===== src/rtl/lc3_arb_pkg.sv =====
// lc3_arb_pkg: shared types and constants for the LC-3 memory arbiter.
//   arb_state_t : arbiter FSM states (IDLE, ACCESS)
//   arb_owner_t : which requester owns the memory port (OWN_IF, OWN_D)
//   CNT_W       : width of the per-access wait counter
// Optional feature macro used by the arbiter files: LC3_ARB_RR_EN.
package lc3_arb_pkg;
  typedef enum logic {IDLE, ACCESS} arb_state_t;
  typedef enum logic {OWN_IF, OWN_D} arb_owner_t;
  localparam int unsigned CNT_W = 3;
endpackage


===== src/rtl/lc3_mem_arbiter_if.sv =====
// lc3_mem_arbiter_if: bundle of the two requester handshakes and the
// shared memory port.
//   master : core/memory environment (drives requests and mem_rdata)
//   slave  : the arbiter (drives grants, read responses and mem_* outputs)
interface lc3_mem_arbiter_if #(
  parameter int unsigned ADDR_W = 16,
  parameter int unsigned DATA_W = 16
);
  logic              if_req;
  logic [ADDR_W-1:0] if_addr;
  logic              if_gnt;
  logic              if_rvalid;
  logic [DATA_W-1:0] if_rdata;
  logic              d_req;
  logic              d_we;
  logic [ADDR_W-1:0] d_addr;
  logic [DATA_W-1:0] d_wdata;
  logic              d_gnt;
  logic              d_rvalid;
  logic [DATA_W-1:0] d_rdata;
  logic [ADDR_W-1:0] mem_addr;
  logic [DATA_W-1:0] mem_wdata;
  logic              mem_we;
  logic [DATA_W-1:0] mem_rdata;

  modport master (
    output if_req, if_addr, d_req, d_we, d_addr, d_wdata, mem_rdata,
    input  if_gnt, if_rvalid, if_rdata, d_gnt, d_rvalid, d_rdata,
           mem_addr, mem_wdata, mem_we
  );

  modport slave (
    input  if_req, if_addr, d_req, d_we, d_addr, d_wdata, mem_rdata,
    output if_gnt, if_rvalid, if_rdata, d_gnt, d_rvalid, d_rdata,
           mem_addr, mem_wdata, mem_we
  );
endinterface


===== src/rtl/lc3_arb_pick.sv =====
// lc3_arb_pick: combinational winner selection between fetch and data.
//   if_req, d_req : pending requests
//   last_owner    : most recent winner (only with LC3_ARB_RR_EN)
//   gnt           : one-hot winner, gnt[0] = IF, gnt[1] = D
// Default build: data always beats fetch. With LC3_ARB_RR_EN defined a tie
// goes to the requester that did not win most recently.
module lc3_arb_pick
  import lc3_arb_pkg::*;
(
  input  logic       if_req,
  input  logic       d_req,
`ifdef LC3_ARB_RR_EN
  input  arb_owner_t last_owner,
`endif
  output logic [1:0] gnt
);

  always_comb begin
    gnt = '0;
    if (d_req && if_req) begin
`ifdef LC3_ARB_RR_EN
      if (last_owner == OWN_D) gnt = 2'b01;
      else                     gnt = 2'b10;
`else
      gnt = 2'b10;
`endif
    end else if (d_req) begin
      gnt = 2'b10;
    end else if (if_req) begin
      gnt = 2'b01;
    end
  end

endmodule


===== src/rtl/lc3_mem_arbiter.sv =====
// lc3_mem_arbiter: shares the single LC-3 memory port between instruction
// fetch (IF) and load/store (D). One access at a time; the port is held for
// MEM_LAT cycles, then the owner receives an rvalid pulse with read data
// (0 for a store acknowledge).
//   clk   : system clock (posedge)
//   reset : synchronous, active-low
//   bus   : lc3_mem_arbiter_if.slave (requests, grants, responses, mem port)
// Optional feature: LC3_ARB_RR_EN selects round-robin tie-breaking.
module lc3_mem_arbiter
  import lc3_arb_pkg::*;
#(
  parameter int unsigned ADDR_W  = 16,
  parameter int unsigned DATA_W  = 16,
  parameter int unsigned MEM_LAT = 2
) (
  input logic               clk,
  input logic               reset,
  lc3_mem_arbiter_if.slave  bus
);

  arb_state_t        state, state_nxt;
  arb_owner_t        owner;
  logic [CNT_W-1:0]  cnt;
  logic [1:0]        pick_gnt;
  logic              gnt_if, gnt_d;
  logic [ADDR_W-1:0] mem_addr;
  logic [DATA_W-1:0] mem_wdata;
  logic              mem_we;
  logic [DATA_W-1:0] if_rdata, d_rdata;
  logic              if_rvalid, d_rvalid;
`ifdef LC3_ARB_RR_EN
  arb_owner_t        last_owner;
`endif

  lc3_arb_pick u_pick (
    .if_req     (bus.if_req),
    .d_req      (bus.d_req),
`ifdef LC3_ARB_RR_EN
    .last_owner (last_owner),
`endif
    .gnt        (pick_gnt)
  );

  always_ff @(posedge clk) begin
    if (!reset) state <= IDLE;
    else        state <= state_nxt;
  end

  // Grants are only offered from IDLE and are suppressed during reset.
  always_comb begin
    state_nxt = state;
    gnt_if    = 1'b0;
    gnt_d     = 1'b0;
    case (state)
      IDLE: begin
        if (reset) begin
          gnt_if = pick_gnt[0];
          gnt_d  = pick_gnt[1];
          if (|pick_gnt) state_nxt = ACCESS;
        end
      end
      ACCESS: begin
        if (cnt == '0) state_nxt = IDLE;
      end
      default: state_nxt = IDLE;
    endcase
  end

  always_ff @(posedge clk) begin
    if (!reset) begin
      owner     <= OWN_IF;
      cnt       <= '0;
      mem_addr  <= '0;
      mem_wdata <= '0;
      mem_we    <= 1'b0;
      if_rdata  <= '0;
      d_rdata   <= '0;
      if_rvalid <= 1'b0;
      d_rvalid  <= 1'b0;
`ifdef LC3_ARB_RR_EN
      last_owner <= OWN_IF;
`endif
    end else begin
      if_rvalid <= 1'b0;
      d_rvalid  <= 1'b0;
      case (state)
        IDLE: begin
          if (gnt_d) begin
            mem_addr  <= bus.d_addr;
            mem_wdata <= bus.d_wdata;
            mem_we    <= bus.d_we;
            owner     <= OWN_D;
            cnt       <= CNT_W'(MEM_LAT - 1);
`ifdef LC3_ARB_RR_EN
            last_owner <= OWN_D;
`endif
          end else if (gnt_if) begin
            mem_addr  <= bus.if_addr;
            mem_wdata <= '0;
            mem_we    <= 1'b0;
            owner     <= OWN_IF;
            cnt       <= CNT_W'(MEM_LAT - 1);
`ifdef LC3_ARB_RR_EN
            last_owner <= OWN_IF;
`endif
          end else begin
            mem_we <= 1'b0;
          end
        end
        ACCESS: begin
          if (cnt == '0) begin
            mem_we <= 1'b0;
            // mem_we is still held here, so it identifies a store ack.
            if (owner == OWN_D) begin
              d_rdata  <= mem_we ? '0 : bus.mem_rdata;
              d_rvalid <= 1'b1;
            end else begin
              if_rdata  <= bus.mem_rdata;
              if_rvalid <= 1'b1;
            end
          end else begin
            cnt <= cnt - CNT_W'(1);
          end
        end
        default: ;
      endcase
    end
  end

  assign bus.if_gnt    = gnt_if;
  assign bus.d_gnt     = gnt_d;
  assign bus.mem_addr  = mem_addr;
  assign bus.mem_wdata = mem_wdata;
  assign bus.mem_we    = mem_we;
  assign bus.if_rdata  = if_rdata;
  assign bus.d_rdata   = d_rdata;
  assign bus.if_rvalid = if_rvalid;
  assign bus.d_rvalid  = d_rvalid;

endmodule


===== src/flat_wrapper.sv =====
// flat-port wrapper written by rule: the top's interface ports become plain ports
module lc3_mem_arbiter_flat import lc3_arb_pkg::*;
#(
  parameter int unsigned ADDR_W  = 16,
  parameter int unsigned DATA_W  = 16,
  parameter int unsigned MEM_LAT = 2
)
  (clk, reset, bus_if_req, bus_if_addr, bus_d_req, bus_d_we, bus_d_addr, bus_d_wdata, bus_mem_rdata, bus_if_gnt, bus_if_rvalid, bus_if_rdata, bus_d_gnt, bus_d_rvalid, bus_d_rdata, bus_mem_addr, bus_mem_wdata, bus_mem_we);
  lc3_mem_arbiter_if #(.ADDR_W(ADDR_W), .DATA_W(DATA_W)) bus_i ();
  input logic clk;
  input logic reset;
  input wire logic [$bits(bus_i.if_req)-1:0] bus_if_req;
  input wire logic [$bits(bus_i.if_addr)-1:0] bus_if_addr;
  input wire logic [$bits(bus_i.d_req)-1:0] bus_d_req;
  input wire logic [$bits(bus_i.d_we)-1:0] bus_d_we;
  input wire logic [$bits(bus_i.d_addr)-1:0] bus_d_addr;
  input wire logic [$bits(bus_i.d_wdata)-1:0] bus_d_wdata;
  input wire logic [$bits(bus_i.mem_rdata)-1:0] bus_mem_rdata;
  output wire logic [$bits(bus_i.if_gnt)-1:0] bus_if_gnt;
  output wire logic [$bits(bus_i.if_rvalid)-1:0] bus_if_rvalid;
  output wire logic [$bits(bus_i.if_rdata)-1:0] bus_if_rdata;
  output wire logic [$bits(bus_i.d_gnt)-1:0] bus_d_gnt;
  output wire logic [$bits(bus_i.d_rvalid)-1:0] bus_d_rvalid;
  output wire logic [$bits(bus_i.d_rdata)-1:0] bus_d_rdata;
  output wire logic [$bits(bus_i.mem_addr)-1:0] bus_mem_addr;
  output wire logic [$bits(bus_i.mem_wdata)-1:0] bus_mem_wdata;
  output wire logic [$bits(bus_i.mem_we)-1:0] bus_mem_we;
  assign bus_i.if_req = bus_if_req;
  assign bus_i.if_addr = bus_if_addr;
  assign bus_i.d_req = bus_d_req;
  assign bus_i.d_we = bus_d_we;
  assign bus_i.d_addr = bus_d_addr;
  assign bus_i.d_wdata = bus_d_wdata;
  assign bus_i.mem_rdata = bus_mem_rdata;
  assign bus_if_gnt = bus_i.if_gnt;
  assign bus_if_rvalid = bus_i.if_rvalid;
  assign bus_if_rdata = bus_i.if_rdata;
  assign bus_d_gnt = bus_i.d_gnt;
  assign bus_d_rvalid = bus_i.d_rvalid;
  assign bus_d_rdata = bus_i.d_rdata;
  assign bus_mem_addr = bus_i.mem_addr;
  assign bus_mem_wdata = bus_i.mem_wdata;
  assign bus_mem_we = bus_i.mem_we;
  lc3_mem_arbiter #(.ADDR_W(ADDR_W), .DATA_W(DATA_W), .MEM_LAT(MEM_LAT)) u_core (.clk(clk), .reset(reset), .bus(bus_i));
endmodule

===== config.mk =====
export PLATFORM = sky130hd
export DESIGN_NAME = lc3_mem_arbiter_flat
export DESIGN_NICKNAME = d
export VERILOG_FILES = /design/src/rtl/lc3_arb_pkg.sv /design/src/rtl/lc3_mem_arbiter_if.sv /design/src/rtl/lc3_arb_pick.sv /design/src/rtl/lc3_mem_arbiter.sv /design/src/flat_wrapper.sv
export SDC_FILE = /design/constraint.sdc
export NUM_CORES = 1
export LEC_CHECK = 0
export BUFFER_PORTS_ARGS = -buffer_cell sky130_fd_sc_hd__buf_2
export CORE_ASPECT_RATIO = 1.25
export CORE_UTILIZATION = 49
export DETAILED_ROUTE_END_ITERATION = 10
export PLACE_DENSITY = 0.88
export SLEW_MARGIN = 20
export SYNTH_ARGS = -nofsm -noshare
export SYNTH_HDL_FRONTEND = slang
export SYNTH_SLANG_ARGS = --single-unit
export TNS_END_PERCENT = 20

===== constraint.sdc =====
create_clock -name clk -period 4.47 [get_ports clk]
set_clock_uncertainty 0.1 [all_clocks]
set_input_delay 0.2235 -clock clk [delete_from_list [all_inputs] [get_ports clk]]
set_output_delay 0.2235 -clock clk [all_outputs]
set_load 0.005 [all_outputs]

==> impl_metrics.env <==
export IMPL_cp_end_kind="primary output"
export IMPL_drt_iter0_drc=119
export IMPL_setup_worst_path_start_class="register"
export IMPL_synth_top_cells_by_count="72 x dfxtp_1, 51 x a21oi_1, 50 x nand2_1"
export IMPL_clk_latency_ns=0.33
export IMPL_routed_wl_mm=6.524
export IMPL_place_inst=473
export IMPL_grt_pass1_vias=2442
export IMPL_switchingPower_w=0.0003688
export IMPL_syn_nets=368
export IMPL_drv_slew=0
export IMPL_cts_made_buffers=9
export IMPL_grt_max_degree=56
export IMPL_reg2reg_slack_ns=2.43
export IMPL_nNetsFinal=492
export IMPL_fp_dieArea_sq_um=5942
export IMPL_post_cts_setup_buffers=0
export IMPL_ys_seq_area_share_pct=52.20
export IMPL_muxShareOfSynthArea_pct=5.437
export IMPL_grt_setup_unrepaired="false"
export IMPL_async_reset_ff_share_pct=0
export IMPL_initial_core_util_pct=50.74
export IMPL_fp_coreArea_sq_um=5443
export IMPL_hold_viol=0
export IMPL_cts_clk_slew_worst_paths_ns=0.07
export IMPL_relSlewSlack_pct=39.58
export IMPL_synthAdderAreaFrac_pct=0.9062
export IMPL_die_h_um=85.93
export IMPL_drtAntennaViolNets=0
export IMPL_whs_ns=0.02002
export IMPL_max_stage_delay_ns=0.60
export IMPL_critical_path_class="register to primary output"
export IMPL_wl_per_cell_um=13.31
export IMPL_worstPathRequired_ns=4.15
export IMPL_num_vias=2591
export IMPL_track_usage_pct=22.20
export IMPL_overflow=0
export IMPL_gp_congestion=0.7963
export IMPL_antenna_cells=0
export IMPL_viasPerCell=5.288
export IMPL_fmax_ghz=0.4802
export IMPL_layout_drive_gt1_share_pct=36.85
export IMPL_rows=30
export IMPL_htreeDepth=3
export IMPL_yosys_cell_count_top_type="dfxtp_1"
export IMPL_syn2layout_area_growth_pct=29.54
export IMPL_clockBufferDepth=2
export IMPL_p_comb_share_pct=15.7
export IMPL_layout_min_cycle_time_ns=2.083
export IMPL_drc=0
export IMPL_syn_cell_area_sq_um=2761
export IMPL_synth_xor_area_share_pct=0
export IMPL_synth_compound_area_share_pct=23.83
export IMPL_seq_power_share_pct=50.7
export IMPL_yosys_top_cells_area="dfxtp_1 52%, a21oi_1 9.2%, nand2_1 6.8%"
export IMPL_yosysTopAreaCell="dfxtp_1"
export IMPL_synth_edff_count=0
export IMPL_synth_ff_type="dfxtp_1"
export IMPL_syn_instance_count=297
export IMPL_slowest_stage="nand2b_1"
export IMPL_grt_pass1_wl_mm=10.56
export IMPL_post_layout_total_power_w=0.001413
export IMPL_numPortBuffers=137
export IMPL_synth_top_family_by_area="compound AO/OA/AOI/OAI gates"
export IMPL_antenna_found_initial=0
export IMPL_ys_types=31
export IMPL_tns_ns=0
export IMPL_synth_simple_gate_area_share_pct=11.64
export IMPL_cts_root_buf="clkbuf_8"
export IMPL_cap_violations=0
export IMPL_io_pins=138
export IMPL_vdd_drop_max_mv=0.2382
export IMPL_path_buf_inv=1
export IMPL_final_core_util_pct=65.72
export IMPL_hold_class="primary input to register"
export IMPL_status="completed"
export IMPL_cts_tree="done"
export IMPL_p_per_area_nw_per_um2=395.1
export IMPL_pwr_share_clk_pct=33.6
export IMPL_setup_viol=0
export IMPL_tightest_slew_ns=0.9050
export IMPL_crit_path_max_fanout=21
export IMPL_synth_top_area_share_pct=52.20
export IMPL_synth_area_per_cell_sq_um=9.298
export IMPL_p_int_w=0.001045
export IMPL_critPathTopFamily="simple AND/OR/NAND/NOR gates"
export IMPL_die_w_um=69.15
export IMPL_synth_seq_cells=72
export IMPL_timing_final_crit_share_pct=46.59
export IMPL_p_leak_nw=1.698
export IMPL_crit_chain="nand2b_1 > nor3_1 > buf_2"
export IMPL_cp_data_arrival_time_ns=1.76
export IMPL_netSwitchingFraction_pct=26.09
export IMPL_ys_warn_count=0
export IMPL_place_hpwl_mm=4.650
export IMPL_instances_no_fill=490
export IMPL_cts_sinks=72
export IMPL_dr_pass1_iters=4
-- timing repair --
| action | CTS | global route |
|---|---|---|
| resized for setup | 0 | 0 |
| hold buffers | 1 | 0 |
| hold endpoints to repair | 1 | 0 |
-- power by group through the flow --
stage                     Clock (W)  Combinational [W]  Sequential [W]
after floorplan                   0           0.000134        0.000728
final                      0.000475           0.000222        0.000716
after global placement            0           0.000215        0.000728
after global routing       0.000513           0.000249        0.000721
after CTS                  0.000485           0.000224        0.000715
after detailed placement          0           0.000223        0.000729
-- kinds of logic (layout without fill, tap and decap cells) --
kind of cell / after synthesis / in the layout
AOI/OAI and AO/OA: 107 / 107
DFF: 72 / 72
and+or+nand+nor: 70 / 70
buffers and inverters: 31 / 160
muxes: 15 / 15
adders and majority gates: 2 / 2
-- routing by layer --
layer | track usage (%) | wire [um]
met1 | 24.50 | 2683
met2 | 38.92 | 3329
met3 | 5.640 | 432
met4 | 12.24 | 79
met5 | 0 | 0
-- final timing paths --
path	to	startpoint	cells past startpoint
min reg2reg	u_core.bus.if_rdata[10]$_SDFFE_PN0P_	u_core.bus.if_rdata[10]$_SDFFE_PN0P_	2
max reg2reg	u_core.bus.mem_addr[8]$_SDFFE_PN0P_	u_core.state$_SDFF_PN0_	3
min	u_core.bus.d_rdata[5]$_SDFFE_PN0P_	bus_mem_rdata[5]	2
max	bus_if_gnt	u_core.state$_SDFF_PN0_	3
-- stage by stage --
stage	worst slack (ns)	instance area, sq um
final	2.387	3577
after global routing	2.250	3577
after CTS	2.413	3575
after detailed placement	2.464	3385
after global placement	2.568	3385
after floorplan	2.669	2761
-- registers in the layout, summed over array words and instances, names as in the netlist --
register / flops
u_core.bus.mem_we: 1
u_core.cnt: 3
u_core.state: 1
u_core.bus.if_rvalid: 1
u_core.bus.mem_wdata: 16
u_core.bus.d_rvalid: 1
u_core.bus.if_rdata: 16
u_core.bus.mem_addr: 16
u_core.bus.d_rdata: 16
u_core.owner: 1
-- final cells by class --
class,instances,area [sq um]
Fill cell,449,1866
Sequential cell,72,1441
Multi-Input combinational cell,194,1157
Timing Repair Buffer,138,695.7
Clock buffer,12,135.1
Tap cell,64,80.08
Clock inverter,4,45.04
Inverter,6,22.52
-- worst reg2reg max path, stage by stage (launching register included) --
cell	delay, ns
dfxtp_1	0.43
nand2b_1	0.51
nor2_2	0.65
a211oi_1	0.18
-- cell usage in the layout, fill, tap and decap left out, types with 2 or more instances in the layout --
cell type / n
nor2_1: 3
nand2b_1: 5
ha_1: 2
nor2b_2: 2
buf_2: 137
o21ai_0: 17
clkbuf_1: 3
inv_1: 5
nor2_2: 2
clkbuf_8: 9
a21oi_1: 51
o211ai_1: 2
mux2i_1: 15
nand2_1: 50
a211oi_1: 18
dfxtp_1: 72
clkinv_2: 3
a22o_1: 16
and3b_1: 3
Note: power is estimated with default switching activity, not from simulation.
